### src/rtl/hazard_interlock_unit_if.sv
`default_nettype none
// ============================================================================
// Module   : hazard_interlock_unit_if
// Brief    : Pipeline-side bundle between the OF/EX stages and the interlock unit
// Revision : 1.0
// ============================================================================
interface hazard_interlock_unit_if #(
    parameter int CNT_W = 16
) ();
    logic [31:0]      of_ir;
    logic [31:0]      ex_ir;
    logic             branch_taken;
    logic             pc_hold;
    logic             if_of_hold;
    logic             if_of_flush;
    logic             of_ex_hold;
    logic             of_ex_bubble;
    logic             ex_ma_bubble;
    logic [CNT_W-1:0] stall_cnt;
    logic [CNT_W-1:0] flush_cnt;
    logic [1:0]       state;

    modport master (
        output of_ir, ex_ir, branch_taken,
        input  pc_hold, if_of_hold, if_of_flush, of_ex_hold, of_ex_bubble,
        input  ex_ma_bubble, stall_cnt, flush_cnt, state
    );

    modport slave (
        input  of_ir, ex_ir, branch_taken,
        output pc_hold, if_of_hold, if_of_flush, of_ex_hold, of_ex_bubble,
        output ex_ma_bubble, stall_cnt, flush_cnt, state
    );
endinterface
`default_nettype wire

### src/rtl/hazard_interlock_unit.sv
`default_nettype none
// ============================================================================
// Module   : hazard_interlock_unit
// Brief    : Stall/flush controller for the 5-stage SimpleRISC pipeline
// Revision : 1.0
// ============================================================================
module hazard_interlock_unit #(
    parameter int DIV_LATENCY = 4,
    parameter int CNT_W       = 16
) (
    input  logic                    clk,
    input  logic                    rst_n,
    hazard_interlock_unit_if.slave  bus
);
    localparam logic [4:0] c_OP_DIV  = 5'b00011;
    localparam logic [4:0] c_OP_MOD  = 5'b00100;
    localparam logic [4:0] c_OP_NOT  = 5'b01000;
    localparam logic [4:0] c_OP_MOV  = 5'b01001;
    localparam logic [4:0] c_OP_ALU_MAX = 5'b01100;
    localparam logic [4:0] c_OP_NOP  = 5'b01101;
    localparam logic [4:0] c_OP_LD   = 5'b01110;
    localparam logic [4:0] c_OP_ST   = 5'b01111;
    localparam logic [4:0] c_OP_BEQ  = 5'b10000;
    localparam logic [4:0] c_OP_BGT  = 5'b10001;
    localparam logic [4:0] c_OP_B    = 5'b10010;
    localparam logic [4:0] c_OP_CALL = 5'b10011;
    localparam logic [4:0] c_OP_RET  = 5'b10100;
    localparam logic [3:0] c_REG_RA  = 4'd15;

    localparam bit c_DIV_STALLS = (DIV_LATENCY >= 2);
    localparam int c_CW         = (DIV_LATENCY > 2) ? $clog2(DIV_LATENCY) : 1;
    localparam logic [c_CW-1:0] c_DIV_LOAD = c_CW'((DIV_LATENCY >= 2) ? (DIV_LATENCY - 2) : 0);

    typedef enum logic [1:0] {
        IDLE     = 2'd0,
        DIV_BUSY = 2'd1
    } state_t;

    state_t           r_state;
    logic [c_CW-1:0]  r_cnt;
    logic [CNT_W-1:0] r_stall_cnt;
    logic [CNT_W-1:0] r_flush_cnt;

    wire [4:0] w_of_op  = bus.of_ir[31:27];
    wire       w_of_imm = bus.of_ir[26];
    wire [3:0] w_of_rd  = bus.of_ir[25:22];
    wire [3:0] w_of_rs1 = bus.of_ir[21:18];
    wire [3:0] w_of_rs2 = bus.of_ir[17:14];
    wire [4:0] w_ex_op  = bus.ex_ir[31:27];
    wire [3:0] w_ex_rd  = bus.ex_ir[25:22];
    wire       w_unused = ^{bus.of_ir[13:0], bus.ex_ir[26], bus.ex_ir[21:0]};

    logic       w_reads_rs1;
    logic       w_reads_rs2;
    logic       w_reads_rd;
    logic [3:0] w_src1;
    logic       w_load_use;
    logic       w_div;

    always_comb begin
        w_reads_rs1 = !(w_of_op inside {c_OP_NOP, c_OP_B, c_OP_BEQ, c_OP_BGT,
                                        c_OP_CALL, c_OP_NOT, c_OP_MOV});
        // ret reads the return address register regardless of the rs1 field
        w_src1      = (w_of_op == c_OP_RET) ? c_REG_RA : w_of_rs1;
        w_reads_rs2 = !w_of_imm && (w_of_op <= c_OP_ALU_MAX);
        w_reads_rd  = (w_of_op == c_OP_ST);
        w_load_use  = (w_ex_op == c_OP_LD) &&
                      ((w_reads_rs1 && (w_src1   == w_ex_rd)) ||
                       (w_reads_rs2 && (w_of_rs2 == w_ex_rd)) ||
                       (w_reads_rd  && (w_of_rd  == w_ex_rd)));
        w_div       = (w_ex_op == c_OP_DIV) || (w_ex_op == c_OP_MOD);
    end

    logic w_pc_hold;
    logic w_if_of_hold;
    logic w_if_of_flush;
    logic w_of_ex_hold;
    logic w_of_ex_bubble;
    logic w_ex_ma_bubble;
    logic w_div_hold;

    always_comb begin
        w_pc_hold      = 1'b0;
        w_if_of_hold   = 1'b0;
        w_if_of_flush  = 1'b0;
        w_of_ex_hold   = 1'b0;
        w_of_ex_bubble = 1'b0;
        w_ex_ma_bubble = 1'b0;
        w_div_hold     = 1'b0;
        if (rst_n) begin
            if (bus.branch_taken) begin
                w_if_of_flush  = 1'b1;
                w_of_ex_bubble = 1'b1;
            end else if (r_state == DIV_BUSY) begin
                w_div_hold = (r_cnt != '0);
            end else if (w_div && c_DIV_STALLS) begin
                w_div_hold = 1'b1;
            end else if (w_load_use) begin
                w_pc_hold      = 1'b1;
                w_if_of_hold   = 1'b1;
                w_of_ex_bubble = 1'b1;
            end
            if (w_div_hold) begin
                w_pc_hold      = 1'b1;
                w_if_of_hold   = 1'b1;
                w_of_ex_hold   = 1'b1;
                w_ex_ma_bubble = 1'b1;
            end
        end
    end

    always_ff @(posedge clk or negedge rst_n) begin
        if (!rst_n) begin
            r_state     <= IDLE;
            r_cnt       <= '0;
            r_stall_cnt <= '0;
            r_flush_cnt <= '0;
        end else begin
            // a flush aborts any divide sequence so the FSM never outlives its div
            if (bus.branch_taken) begin
                r_state <= IDLE;
                r_cnt   <= '0;
            end else begin
                case (r_state)
                    IDLE: begin
                        if (w_div && c_DIV_STALLS) begin
                            r_state <= DIV_BUSY;
                            r_cnt   <= c_DIV_LOAD;
                        end
                    end
                    DIV_BUSY: begin
                        if (r_cnt != '0) begin
                            r_cnt <= r_cnt - c_CW'(1);
                        end else begin
                            r_state <= IDLE;
                        end
                    end
                    default: begin
                        r_state <= IDLE;
                        r_cnt   <= '0;
                    end
                endcase
            end
            if (w_pc_hold && (r_stall_cnt != '1)) begin
                r_stall_cnt <= r_stall_cnt + CNT_W'(1);
            end
            if (bus.branch_taken && (r_flush_cnt != '1)) begin
                r_flush_cnt <= r_flush_cnt + CNT_W'(1);
            end
        end
    end

    assign bus.pc_hold      = w_pc_hold;
    assign bus.if_of_hold   = w_if_of_hold;
    assign bus.if_of_flush  = w_if_of_flush;
    assign bus.of_ex_hold   = w_of_ex_hold;
    assign bus.of_ex_bubble = w_of_ex_bubble;
    assign bus.ex_ma_bubble = w_ex_ma_bubble;
    assign bus.stall_cnt    = r_stall_cnt;
    assign bus.flush_cnt    = r_flush_cnt;
    assign bus.state        = r_state;

endmodule
`default_nettype wire

### src/flat_wrapper.sv
// flat-port wrapper written by rule: the top's interface ports become plain ports
module hazard_interlock_unit_flat 
#(
    parameter int DIV_LATENCY = 4,
    parameter int CNT_W       = 16
)
  (clk, rst_n, bus_of_ir, bus_ex_ir, bus_branch_taken, bus_pc_hold, bus_if_of_hold, bus_if_of_flush, bus_of_ex_hold, bus_of_ex_bubble, bus_ex_ma_bubble, bus_stall_cnt, bus_flush_cnt, bus_state);
  hazard_interlock_unit_if #(.CNT_W(CNT_W)) bus_i ();
  input  logic clk;
  input  logic rst_n;
  input wire logic [$bits(bus_i.of_ir)-1:0] bus_of_ir;
  input wire logic [$bits(bus_i.ex_ir)-1:0] bus_ex_ir;
  input wire logic [$bits(bus_i.branch_taken)-1:0] bus_branch_taken;
  output wire logic [$bits(bus_i.pc_hold)-1:0] bus_pc_hold;
  output wire logic [$bits(bus_i.if_of_hold)-1:0] bus_if_of_hold;
  output wire logic [$bits(bus_i.if_of_flush)-1:0] bus_if_of_flush;
  output wire logic [$bits(bus_i.of_ex_hold)-1:0] bus_of_ex_hold;
  output wire logic [$bits(bus_i.of_ex_bubble)-1:0] bus_of_ex_bubble;
  output wire logic [$bits(bus_i.ex_ma_bubble)-1:0] bus_ex_ma_bubble;
  output wire logic [$bits(bus_i.stall_cnt)-1:0] bus_stall_cnt;
  output wire logic [$bits(bus_i.flush_cnt)-1:0] bus_flush_cnt;
  output wire logic [$bits(bus_i.state)-1:0] bus_state;
  assign bus_i.of_ir = bus_of_ir;
  assign bus_i.ex_ir = bus_ex_ir;
  assign bus_i.branch_taken = bus_branch_taken;
  assign bus_pc_hold = bus_i.pc_hold;
  assign bus_if_of_hold = bus_i.if_of_hold;
  assign bus_if_of_flush = bus_i.if_of_flush;
  assign bus_of_ex_hold = bus_i.of_ex_hold;
  assign bus_of_ex_bubble = bus_i.of_ex_bubble;
  assign bus_ex_ma_bubble = bus_i.ex_ma_bubble;
  assign bus_stall_cnt = bus_i.stall_cnt;
  assign bus_flush_cnt = bus_i.flush_cnt;
  assign bus_state = bus_i.state;
  hazard_interlock_unit #(.DIV_LATENCY(DIV_LATENCY), .CNT_W(CNT_W)) u_core (.clk(clk), .rst_n(rst_n), .bus(bus_i));
endmodule
### config.mk
export PLATFORM = sky130hd
export DESIGN_NAME = hazard_interlock_unit_flat
export DESIGN_NICKNAME = d
export VERILOG_FILES = /design/src/rtl/hazard_interlock_unit_if.sv /design/src/rtl/hazard_interlock_unit.sv /design/src/flat_wrapper.sv
export SDC_FILE = /design/constraint.sdc
export NUM_CORES = 1
export LEC_CHECK = 0
export ABC_AREA = 1
export BUFFER_PORTS_ARGS = -buffer_cell sky130_fd_sc_hd__buf_2
export CORE_MARGIN = 1
export CORE_UTILIZATION = 45
export DETAILED_ROUTE_END_ITERATION = 12
export PLACE_DENSITY = 0.77
export RECOVER_POWER = 50
export SLEW_MARGIN = 20
export SYNTH_ARGS = -nofsm -noshare
export SYNTH_HDL_FRONTEND = slang
export SYNTH_SLANG_ARGS = --single-unit
### constraint.sdc
create_clock -name clk -period 2.9 [get_ports clk]
set_input_delay 0 -clock clk [delete_from_list [all_inputs] [get_ports clk]]
set_output_delay 0 -clock clk [all_outputs]
set_load 0.02 [all_outputs]
==> results of run 1 <==
-- worst max-delay path: stages (launching register included) --
cell	delay [ns]
dfrtp_1	0.49
ha_1	0.29
nand3_2	0.16
nor3_4	0.21
nand2_2	0.10
nor2_4	0.13
nand4_4	0.25
nand2_4	0.31
nand2_1	0.08
nand2_1	0.06
-- layer usage --
metal,wire length [um],part of all wire
met5,0,0
met4,91,0.018
met3,231,0.045
met2,2552,0.49
met1,2297,0.44
-- worst max-delay path by stage --
stage                     cells past startpoint  slack, ns                                 from                                   end
after floorplan                               9       1.02  u_core.bus.stall_cnt[0]$_DFFE_PN0P_   u_core.bus.stall_cnt[8]$_DFFE_PN0P_
after global placement                        9       0.81  u_core.bus.stall_cnt[0]$_DFFE_PN0P_   u_core.bus.stall_cnt[1]$_DFFE_PN0P_
after detailed placement                      9       0.75  u_core.bus.stall_cnt[0]$_DFFE_PN0P_   u_core.bus.stall_cnt[0]$_DFFE_PN0P_
after CTS                                     9       0.73  u_core.bus.stall_cnt[0]$_DFFE_PN0P_   u_core.bus.stall_cnt[0]$_DFFE_PN0P_
after global routing                          3       0.32                                rst_n  u_core.bus.flush_cnt[14]$_DFFE_PN0P_
final                                         9       0.75  u_core.bus.stall_cnt[0]$_DFFE_PN0P_   u_core.bus.stall_cnt[0]$_DFFE_PN0P_
-- synth_stat cells, types with 2 or more instances --
library cell / count / area, um2
a21oi_1: 5 / 25.02
buf_2: 2 / 10.01
buf_4: 4 / 30.03
clkinv_1: 3 / 11.26
dfrtp_1: 35 / 875.8
ha_1: 3 / 37.54
inv_1: 31 / 116.4
inv_2: 4 / 15.01
nand2_1: 79 / 296.5
nand2_2: 12 / 75.07
nand2_4: 2 / 22.52
nand3_1: 36 / 180.2
nand3_2: 2 / 20.02
nand4_1: 7 / 43.79
nor2_1: 34 / 127.6
nor2_4: 2 / 22.52
nor3_1: 7 / 35.03
nor4_1: 3 / 18.77
o21ai_0: 3 / 15.01
o21ai_1: 4 / 20.02
o22ai_1: 2 / 12.51
xnor2_1: 9 / 78.83
xor2_1: 21 / 183.9
-- power breakdown --
group	switching, mW	internal (mW)
sequential	0.0950	0.554
clock	0.179	0.217
combinational	0.239	0.128
total	0.513	0.899
-- state kept, by name (all words and copies together) (netlist names) --
name / cells
u_core.bus.flush_cnt: 16
u_core.bus.state: 1
u_core.r_cnt: 2
u_core.bus.stall_cnt: 16
-- stage by stage --
stage                     utilization  hold WS, ns  setup WS (ns)  instance area [um2]
after floorplan                     -      -0.2956          1.016                 2394
after CTS                      0.5657      0.06346         0.7326                 2889
final                          0.5600      0.07472         0.7506                 2860
after global routing           0.5600      0.08279         0.3226                 2860
after global placement         0.5421       0.1436         0.8107                 2769
after detailed placement       0.5421       0.1484         0.7526                 2769
-- cells by family after synthesis --
kind of cell,count (synthesis),share of synthesized area
buffers and inverters,46,0.08677
and+or+nand+nor,189,0.3811
xor gates and xnor gates,30,0.1098
other,1,0.001567
AOI/OAI and AO/OA,16,0.03920
DFF,35,0.3659
adders and majority gates,3,0.01568
-- repair_timing --
item	CTS	global route
hold endpoints to repair	36	0
hold buffers	2	0
setup endpoints to repair	0	0
-- cell type report --
cell class                 count  area [um2]  area share
multi-input combinational    239        1310      0.4580
sequential                    35       875.8      0.3062
timing repair buffer          71       339.1      0.1185
inverter                      39       147.6     0.05162
clock buffer                   8       100.1     0.03500
tap                           70       87.58     0.03062
==> results.toml, run 1 <==
[detailed_routing]
drc = 0
routed_wl_um = 5172
drt_iter0_drc = 83
drtAntennaViolNets = 0
viasPerCell = 4.868
routedWlPerCell_um = 11.19
firstDrtPassIters = 4
num_vias = 2249

[run]
max_cap_violations = 1

[timing]
tightest_slew_ns = 1.846
setup_viol = 0
finalClockSkew_ns = 0.006823
rsz0062_at_grt = "false"
hold_viol = 0
fin_setup_tns_ns = 0
min_period_over_period = 0.7412
final_max_slew_viol_count = 36
slew_headroom = -0.2303
fin_crit_ns = 2.149
fmax_ghz = 0.4652

[place]
place_inst = 452
place_hpwl_um = 3949
place_congestion = 0.8601
io_buffers = 68

[global_routing]
antenna_found_initial = 0
grt_pass1_vias = 2120
met3_usage = 0.03882
grt_overflow = 0
grt_util_met1 = 0.2445
grt_usage = 0.2053
grt_max_degree = 36
grt_pass1_wl_um = 8804
grtUsageMet2 = 0.3554
grt.busiest_layer = "met2"

[synthesis]
synth_flop_cell = "dfrtp_1"
synth-edff-count = 0
avgSynthCellArea_um2 = 7.480
synthCells = 320
synth_fp_nets = 390
syn-cell-area_um2 = 2394
async_flop_share = 1.000
yosysSeqAreaShare = 0.3659
yosysUniqueCellTypes = 33
yosys_register_bits = 35
yosys_warnings = 0

[floorplanning]
die_h_um = 74.93
die-width_um = 74.93
rows = 26
core_um2 = 5107
io_pins = 107
start_util = 0.4686
die_area_um2 = 5615

[clock_network]
cts_tree = "yes"
htreeDepth = 2
cts_root_buf = "clkbuf_8"
clockBufferDepth = 2
cts_buffers = 5
cts_setup_buffers = 0
cts_sinks = 35
clk_pin_slew_ns = 0.07
clk_latency_ns = 0.29
cts.repair.resized = 0

[run_status]
violations = "capacitance limit, slew limit"
outcome = "finished with violations"

[setup_path]
r2r_start = "u_core.bus.stall_cnt[0]$_DFFE_PN0P_"
r2r_setup_slack_ns = 0.75
r2r-end = "u_core.bus.stall_cnt[0]$_DFFE_PN0P_"
start_kind = "flip-flop"
critPathRequiredTime_ns = 3.13
setup.worst_path.end_class = "flip-flop"
cp_max_fo = 16
reg2regPathDepth = 9
crit_type = "reg -> reg"
arrival_ns = 2.38

[layout]
fin_cells = 462
diodes = 0
drive_gt1_frac = 0.2092
final_common_cell = "nand2_1"
synthToLayoutAreaGrowth_pct = 19.50
layout_common_cells = "nand2_1, buf_2, nand3_1"
fin_nets = 461
n_fill_cell = 499

[power_and_ir_drop]
p_per_area_nw_per_um2 = 493.8
p_total_mw = 1.412
ir_drop_mv = 0.3231
p_leak_nw = 1.499

[worst_hold_path]
min-delay-path-class = "in -> reg"
worstHoldPathCells = 4
min_to = "u_core.bus.state[0]$_DFFE_PN0P_"
min_from = "bus_ex_ir[31]"
(Power assumes the default switching activity.)
==> inputs of run 2 (changes only) <==
--- a/config.mk
+++ b/config.mk
@@ -8,7 +8,7 @@
 export ABC_AREA = 1
 export BUFFER_PORTS_ARGS = -buffer_cell sky130_fd_sc_hd__buf_2
 export CORE_MARGIN = 1
-export CORE_UTILIZATION = 45
+export CORE_UTILIZATION = 43
 export DETAILED_ROUTE_END_ITERATION = 12
 export PLACE_DENSITY = 0.77
 export RECOVER_POWER = 50
==> constraint.sdc (replaced) <==
create_clock -name clk -period 1.8 [get_ports clk]
set_input_delay 0 -clock clk [delete_from_list [all_inputs] [get_ports clk]]
set_output_delay 0 -clock clk [all_outputs]
set_load 0.02 [all_outputs]
==> run 2 against run 1 <==
Global-route usage shrank 0.92 points. Final area rose by 5.5%. Flip-flop and latch count did not move. Sequential share of layout area down 1.5 points. Critical endpoint is now bus_pc_hold. First-iteration DRC count up 24%. Hold slack lost 0.020 ns. The run now ends clean. Routed wire length is 6.1% higher. Clock power grew 88%. Critical path depth unchanged. Utilization rose by 1.6 points. Combinational power up 87%.
==> results.toml, run 2 (synthesized netlist as in run 1, its figures left out) <==
[layout]
fin_nets = 476
layout_common_cells = "nand2_1, buf_2, nand3_1"
multiInputGateArea_um2 = 1328
seq_area_um2 = 878.3
synthToLayoutAreaGrowth_pct = 26.03
drive_gt1_frac = 0.2604
diodes = 0
utilization = 0.5760
final_common_cell = "nand2_1"
n_fill_cell = 494

[place]
place_hpwl_um = 4156
place_ws_ns = 0.07985
place_congestion = 0.8615
io_buffers = 68

[timing]
hold_viol = 0
min_period_over_period = 0.9285
fin_crit_ns = 1.671
worst_slack_ns = 0.1287
fmax_ghz = 0.5983
tightest_slew_ns = 0.8584
final_max_slew_viol_count = 0
whs_ns = 0.05521
setup_viol = 0
slew_headroom = 0.4277
finalClockSkew_ns = 0.005892

[floorplanning]
io_pins = 107
die_area_um2 = 5869
rows = 26
core_um2 = 5238
die_h_um = 76.61
start_util = 0.4570
die-width_um = 76.61

[setup_path]
critPathSlowestCell = "dfrtp_1"
critPathRequiredTime_ns = 1.80
setup.worst_path.end_class = "primary output"
path_buf_inv = 4
crit_type = "reg -> out"
cp_cell_sequence = "inv_1 -> ha_1 -> inv_1 -> nand3_2 -> o31ai_2 -> nand2_1 -> nand2_4 -> buf_4 -> buf_4"
cp_max_fo = 5
critPathTopFamily = "buffers and inverters"
start_kind = "flip-flop"
critical-path-max-stage-delay_ns = 0.36
arrival_ns = 1.67

[clock_network]
cts_sinks = 35
cts_tree = "yes"
htreeDepth = 2
cts_buffers = 5
clockBufferDepth = 2
clk_latency_ns = 0.29
clk_pin_slew_ns = 0.07
cts_root_buf = "clkbuf_8"

[detailed_routing]
routedWlPerCell_um = 11.51
viasPerCell = 4.868
num_vias = 2322
routed_wl_um = 5488
drc = 0
drtAntennaViolNets = 0
drt_iter0_drc = 103
firstDrtPassIters = 4

[power_and_ir_drop]
p_sw_mw = 0.8447
seq_power_share = 0.415
intPower_mw = 1.598
p_leak_nw = 1.583
pwr-share-clk = 0.304
switching_share = 0.3458
p_total_mw = 2.443
combPwrFrac = 0.281
ir_drop_mv = 0.7771
p_per_area_nw_per_um2 = 809.8

[global_routing]
grt_pass1_vias = 2117
grt_pass1_wl_um = 9315
grt_max_degree = 36
grt_overflow = 0
antenna_found_initial = 0
grt_usage = 0.1961

[worst_hold_path]
min-delay-path-class = "in -> reg"

[run_status]
outcome = "completed"

[run]
max_cap_violations = 0
[run 2: changes by cell type in the layout (fill, tap and decap cells not counted), moves of 2 or more]
cell,change
buf_2,-2
dfrtp_2,+2
dfrtp_1,-2
buf_4,+17
clkbuf_1,-2
[run 2: area by class of cell]
cell class / instances / area share
Clock inverter: 2 / 0.01161
Multi-Input combinational cell: 239 / 0.4401
Timing Repair Buffer: 86 / 0.1518
Tap cell: 70 / 0.02903
Sequential cell: 35 / 0.2912
Clock buffer: 6 / 0.02737
Inverter: 39 / 0.04894
[run 2: stage by stage]
stage	instance area, um2	TNS, ns	instances
after global routing	3017	-0.003859	477
after CTS	2992	0	473
after detailed placement	2854	0	463
after floorplan	2396	0	320
final	3017	0	477
after global placement	2854	0	463
[run 2: routing by layer]
layer | track usage | share of wire | routed length (um)
met1 | 0.2498 | 0.47 | 2600
met2 | 0.3351 | 0.48 | 2654
met3 | 0.03114 | 0.037 | 203
met4 | 0.06923 | 0.0053 | 29
met5 | 0 | 0 | 0
[run 2: power by group through the flow]
stage                     clock (mW)  sequential, mW  combinational [mW]
after floorplan                    0            1.16               0.275
after global placement             0            1.02               0.673
after detailed placement           0            1.03               0.690
after CTS                      0.768            1.01               0.696
after global routing           0.795            1.03               0.758
final                          0.743            1.01               0.686
[run 2: repair_timing]
action                                  4_1_cts  5_1_grt
setup buffers                                 0        4
endpoints found under the setup margin        0       11
hold buffers                                  2        0
resized for setup                             0        7
hold endpoints to repair                     36        0
[run 2: path summary, 6_finish.rpt]
kind	from	endpoint	slack (ns)	depth (start not counted)
min	bus_ex_ir[30]	u_core.bus.state[0]$_DFFE_PN0P_	0.06	4
min in group asynchronous	rst_n	u_core.bus.state[0]$_DFFE_PN0P_	0.64	3
max in group asynchronous	rst_n	u_core.bus.stall_cnt[1]$_DFFE_PN0P_	0.58	3
max	u_core.r_cnt[0]$_DFFE_PN0P_	bus_pc_hold	0.13	9
min reg2reg	u_core.bus.flush_cnt[6]$_DFFE_PN0P_	u_core.bus.flush_cnt[6]$_DFFE_PN0P_	0.49	1
max reg2reg	u_core.bus.stall_cnt[0]$_DFFE_PN0P_	u_core.bus.stall_cnt[6]$_DFFE_PN0P_	0.13	9
[run 2: tightest hold or removal path, stage by stage]
cell and delay (ns):
buf_2 0.09, nor2_1 0.04, nand3b_1 0.11, o31ai_2 0.08
==> inputs of run 3 (changes only) <==
--- a/config.mk
+++ b/config.mk
@@ -5,10 +5,9 @@
 export SDC_FILE = /design/constraint.sdc
 export NUM_CORES = 1
 export LEC_CHECK = 0
-export ABC_AREA = 1
 export BUFFER_PORTS_ARGS = -buffer_cell sky130_fd_sc_hd__buf_2
 export CORE_MARGIN = 1
-export CORE_UTILIZATION = 43
+export CORE_UTILIZATION = 42
 export DETAILED_ROUTE_END_ITERATION = 12
 export PLACE_DENSITY = 0.77
 export RECOVER_POWER = 50
==> run 3 against run 2 <==
The flow now finishes with violations (setup timing). Global-route usage up 2.2 points. Routed wire length grew 7.2%. Sequential power barely moved. Fmax down 20%. Non-clock buffer count grew 45. Critical path type is now reg -> reg. Highest routed layer unchanged.
==> results.toml, run 3 <==
[place]
place_hpwl_um = 4376
place_congestion = 0.8426
placed_cell_area_um2 = 3045
io_buffers = 68

[global_routing]
antenna_found_initial = 0
grt_pass1_vias = 1969
grt_pass1_wl_um = 9052
grt_overflow = 0
grt_max_degree = 38
grt_usage = 0.2176

[timing]
finalClockSkew_ns = 0.005265
tightest_slew_ns = 0.8740
worst_slack_ns = -0.2771
fmax_ghz = 0.4814
hold_viol = 0
setup_viol = 19
fin_crit_ns = 2.077
min_period_over_period = 1.154
rsz0062_at_grt = "true"
whs_ns = 0.01698
slew_headroom = 0.4173
final_max_slew_viol_count = 0

[detailed_routing]
viasPerCell = 5.293
routedWlPerCell_um = 14.00
num_vias = 2223
firstDrtPassIters = 4
drtAntennaViolNets = 0
drt_iter0_drc = 99
drc = 0
routed_wl_um = 5881

[synthesis]
synth_flop_cell = "dfrtp_1"
async_flop_share = 1.000
synth-edff-count = 0
syn-cell-area_um2 = 2186
synth.largest_area_cell = "dfrtp_1"
yosysSeqAreaShare = 0.4007
synth_common_cells = "dfrtp_1, xor2_1, nand2_1, nand3_1, inv_1"
synth_area_leaders = "dfrtp_1, xor2_1, xnor2_1"
yosysUniqueCellTypes = 55
yosys_warnings = 0
synth_most_common_cell = "dfrtp_1"
synth_fp_nets = 291
synth_top_cell_area_share = 0.4007
yosys_register_bits = 35
avgSynthCellArea_um2 = 9.891
synthCells = 221

[setup_path]
critPathSlowestCell = "dfrtp_2"
crit_type = "reg -> reg"
r2r_start = "u_core.bus.state[0]$_DFFE_PN0P_"
start_kind = "flip-flop"
path_buf_inv = 2
setup.worst_path.end_class = "flip-flop"
critical-path-max-stage-delay_ns = 0.41
worstSetupEndpoint = "u_core.bus.stall_cnt[13]$_DFFE_PN0P_"
cp.depth = 8
critPathTopFamily = "simple AND/OR/NAND/NOR gates"
reg2regPathDepth = 8
r2r_setup_slack_ns = -0.28
crit_top_cell = "buf_4"
cp-startpoint = "u_core.bus.state[0]$_DFFE_PN0P_"
arrival_ns = 2.27
r2r-end = "u_core.bus.stall_cnt[13]$_DFFE_PN0P_"
cp_max_fo = 5
cp_cell_sequence = "nor4b_2 -> nand3_1 -> buf_4 -> nor3_1 -> a32oi_1 -> buf_4 -> a2111oi_4 -> xor2_1"
critPathRequiredTime_ns = 1.99

[power_and_ir_drop]
p_leak_nw = 1.603
ir_drop_mv = 0.6802
p_per_area_nw_per_um2 = 736.7

[layout]
synthToLayoutAreaGrowth_pct = 52.83
seq_area_um2 = 885.9
diodes = 0
fin_nets = 422
multiInputGateArea_um2 = 1379
drive_gt1_frac = 0.4929
post-route-cell-area_um2 = 3341
n_fill_cell = 399
final_common_cell = "buf_4"
layout_common_cells = "buf_4, buf_2, dfrtp_1"

[floorplanning]
die-width_um = 74.14
die_area_um2 = 5497
io_pins = 107
die_h_um = 74.14
start_util = 0.4479
core_um2 = 4880
rows = 25

[clock_network]
clk_latency_ns = 0.28
cts_buffers = 5
clk_pin_slew_ns = 0.07
htreeDepth = 2
cts_root_buf = "clkbuf_8"
cts_tree = "yes"
clockBufferDepth = 2
cts_sinks = 35

[worst_hold_path]
min-delay-path-class = "in -> reg"
min_from = "bus_branch_taken"

[run_status]
outcome = "finished with violations"
violations = "setup timing"

[run]
max_cap_violations = 0
==> run 3: cell count changes after synthesis, sizes merged, moves of 4 or more <==
cell,delta
clkinv,-4
o21ai,-4
and3,+4
nor2,-25
nand3,-25
inv,-21
nand2b,+4
nand2,-79
a211oi,+9
==> run 3: worst register-to-register path, cell delays in order (launching register included) <==
cell and delay [ns]:
dfrtp_2 0.41, nor4b_2 0.26, nand3_1 0.16, buf_4 0.17, nor3_1 0.20, a32oi_1 0.08, buf_4 0.18, a2111oi_4 0.31
xor2_1 0.22
==> run 3: per-stage QoR <==
stage,power (mW),std cells,util,TNS [ns],worst slack [ns]
5_1_grt,2.584,420,0.6846,-5.487,-0.3344
4_1_cts,2.453,418,0.6746,-2.965,-0.2230
2_1_floorplan,1.376,221,-,-2.430,-0.1975
6_report,2.461,420,0.6846,-3.908,-0.2771
3_3_place_gp,1.683,405,0.6241,-2.032,-0.1992
3_5_place_dp,1.711,405,0.6241,-2.692,-0.3396
==> run 3: power by group <==
group | internal (mW) | switching [mW]
combinational | 0.331 | 0.404
sequential | 0.893 | 0.103
clock | 0.448 | 0.282
total | 1.67 | 0.789
==> run 3: cell type report <==
| class | count | area share |
|---|---|---|
| Multi-Input combinational cell | 165 | 0.4127 |
| Sequential cell | 35 | 0.2652 |
| Timing Repair Buffer | 131 | 0.2461 |
| Tap cell | 67 | 0.02509 |
| Clock buffer | 6 | 0.02472 |
| Inverter | 14 | 0.01573 |
| Clock inverter | 2 | 0.01049 |
==> run 3: cell families (layout without fill, tap and decap cells) <==
kind of cell               count (synthesis)  in the layout  synth area share
adders and majority gates                  3              3           0.01717
buffers and inverters                     21            153           0.04637
xor gates and xnor gates                  35             35            0.1402
and+or+nand+nor                           82             82            0.2089
DFF                                       35             35            0.4007
muxes                                      3              3           0.01488
AOI/OAI and AO/OA                         41             41            0.1700
other                                      1              1          0.001716
==> run 3: repair_timing <==
action	CTS	global route
buffers inserted	4	2
gates resized for setup	21	11
setup endpoints to repair	19	24
pin swaps	25	11
hold endpoints to repair	35	0
hold buffers	1	0
==> run 3: metal layers <==
| layer | global-route usage | vias up | wire length [um] |
|---|---|---|---|
| met4 | 0.06197 | 0 | 17 |
| met1 | 0.2815 | 1100 | 2578 |
| met5 | 0 | - | 0 |
| li1 | - | 1063 | - |
| met3 | 0.03659 | 2 | 200 |
| met2 | 0.3747 | 58 | 3084 |
==> run 3: worst min-delay path by stage <==
stage | to | cells past startpoint
floorplan | u_core.bus.flush_cnt[0]$_DFFE_PN0P_ | 0
global placement | u_core.bus.stall_cnt[5]$_DFFE_PN0P_ | 2
detailed placement | u_core.bus.stall_cnt[4]$_DFFE_PN0P_ | 2
CTS | u_core.bus.state[0]$_DFFE_PN0P_ | 3
global route | u_core.bus.state[0]$_DFFE_PN0P_ | 3
finish | u_core.bus.state[0]$_DFFE_PN0P_ | 3
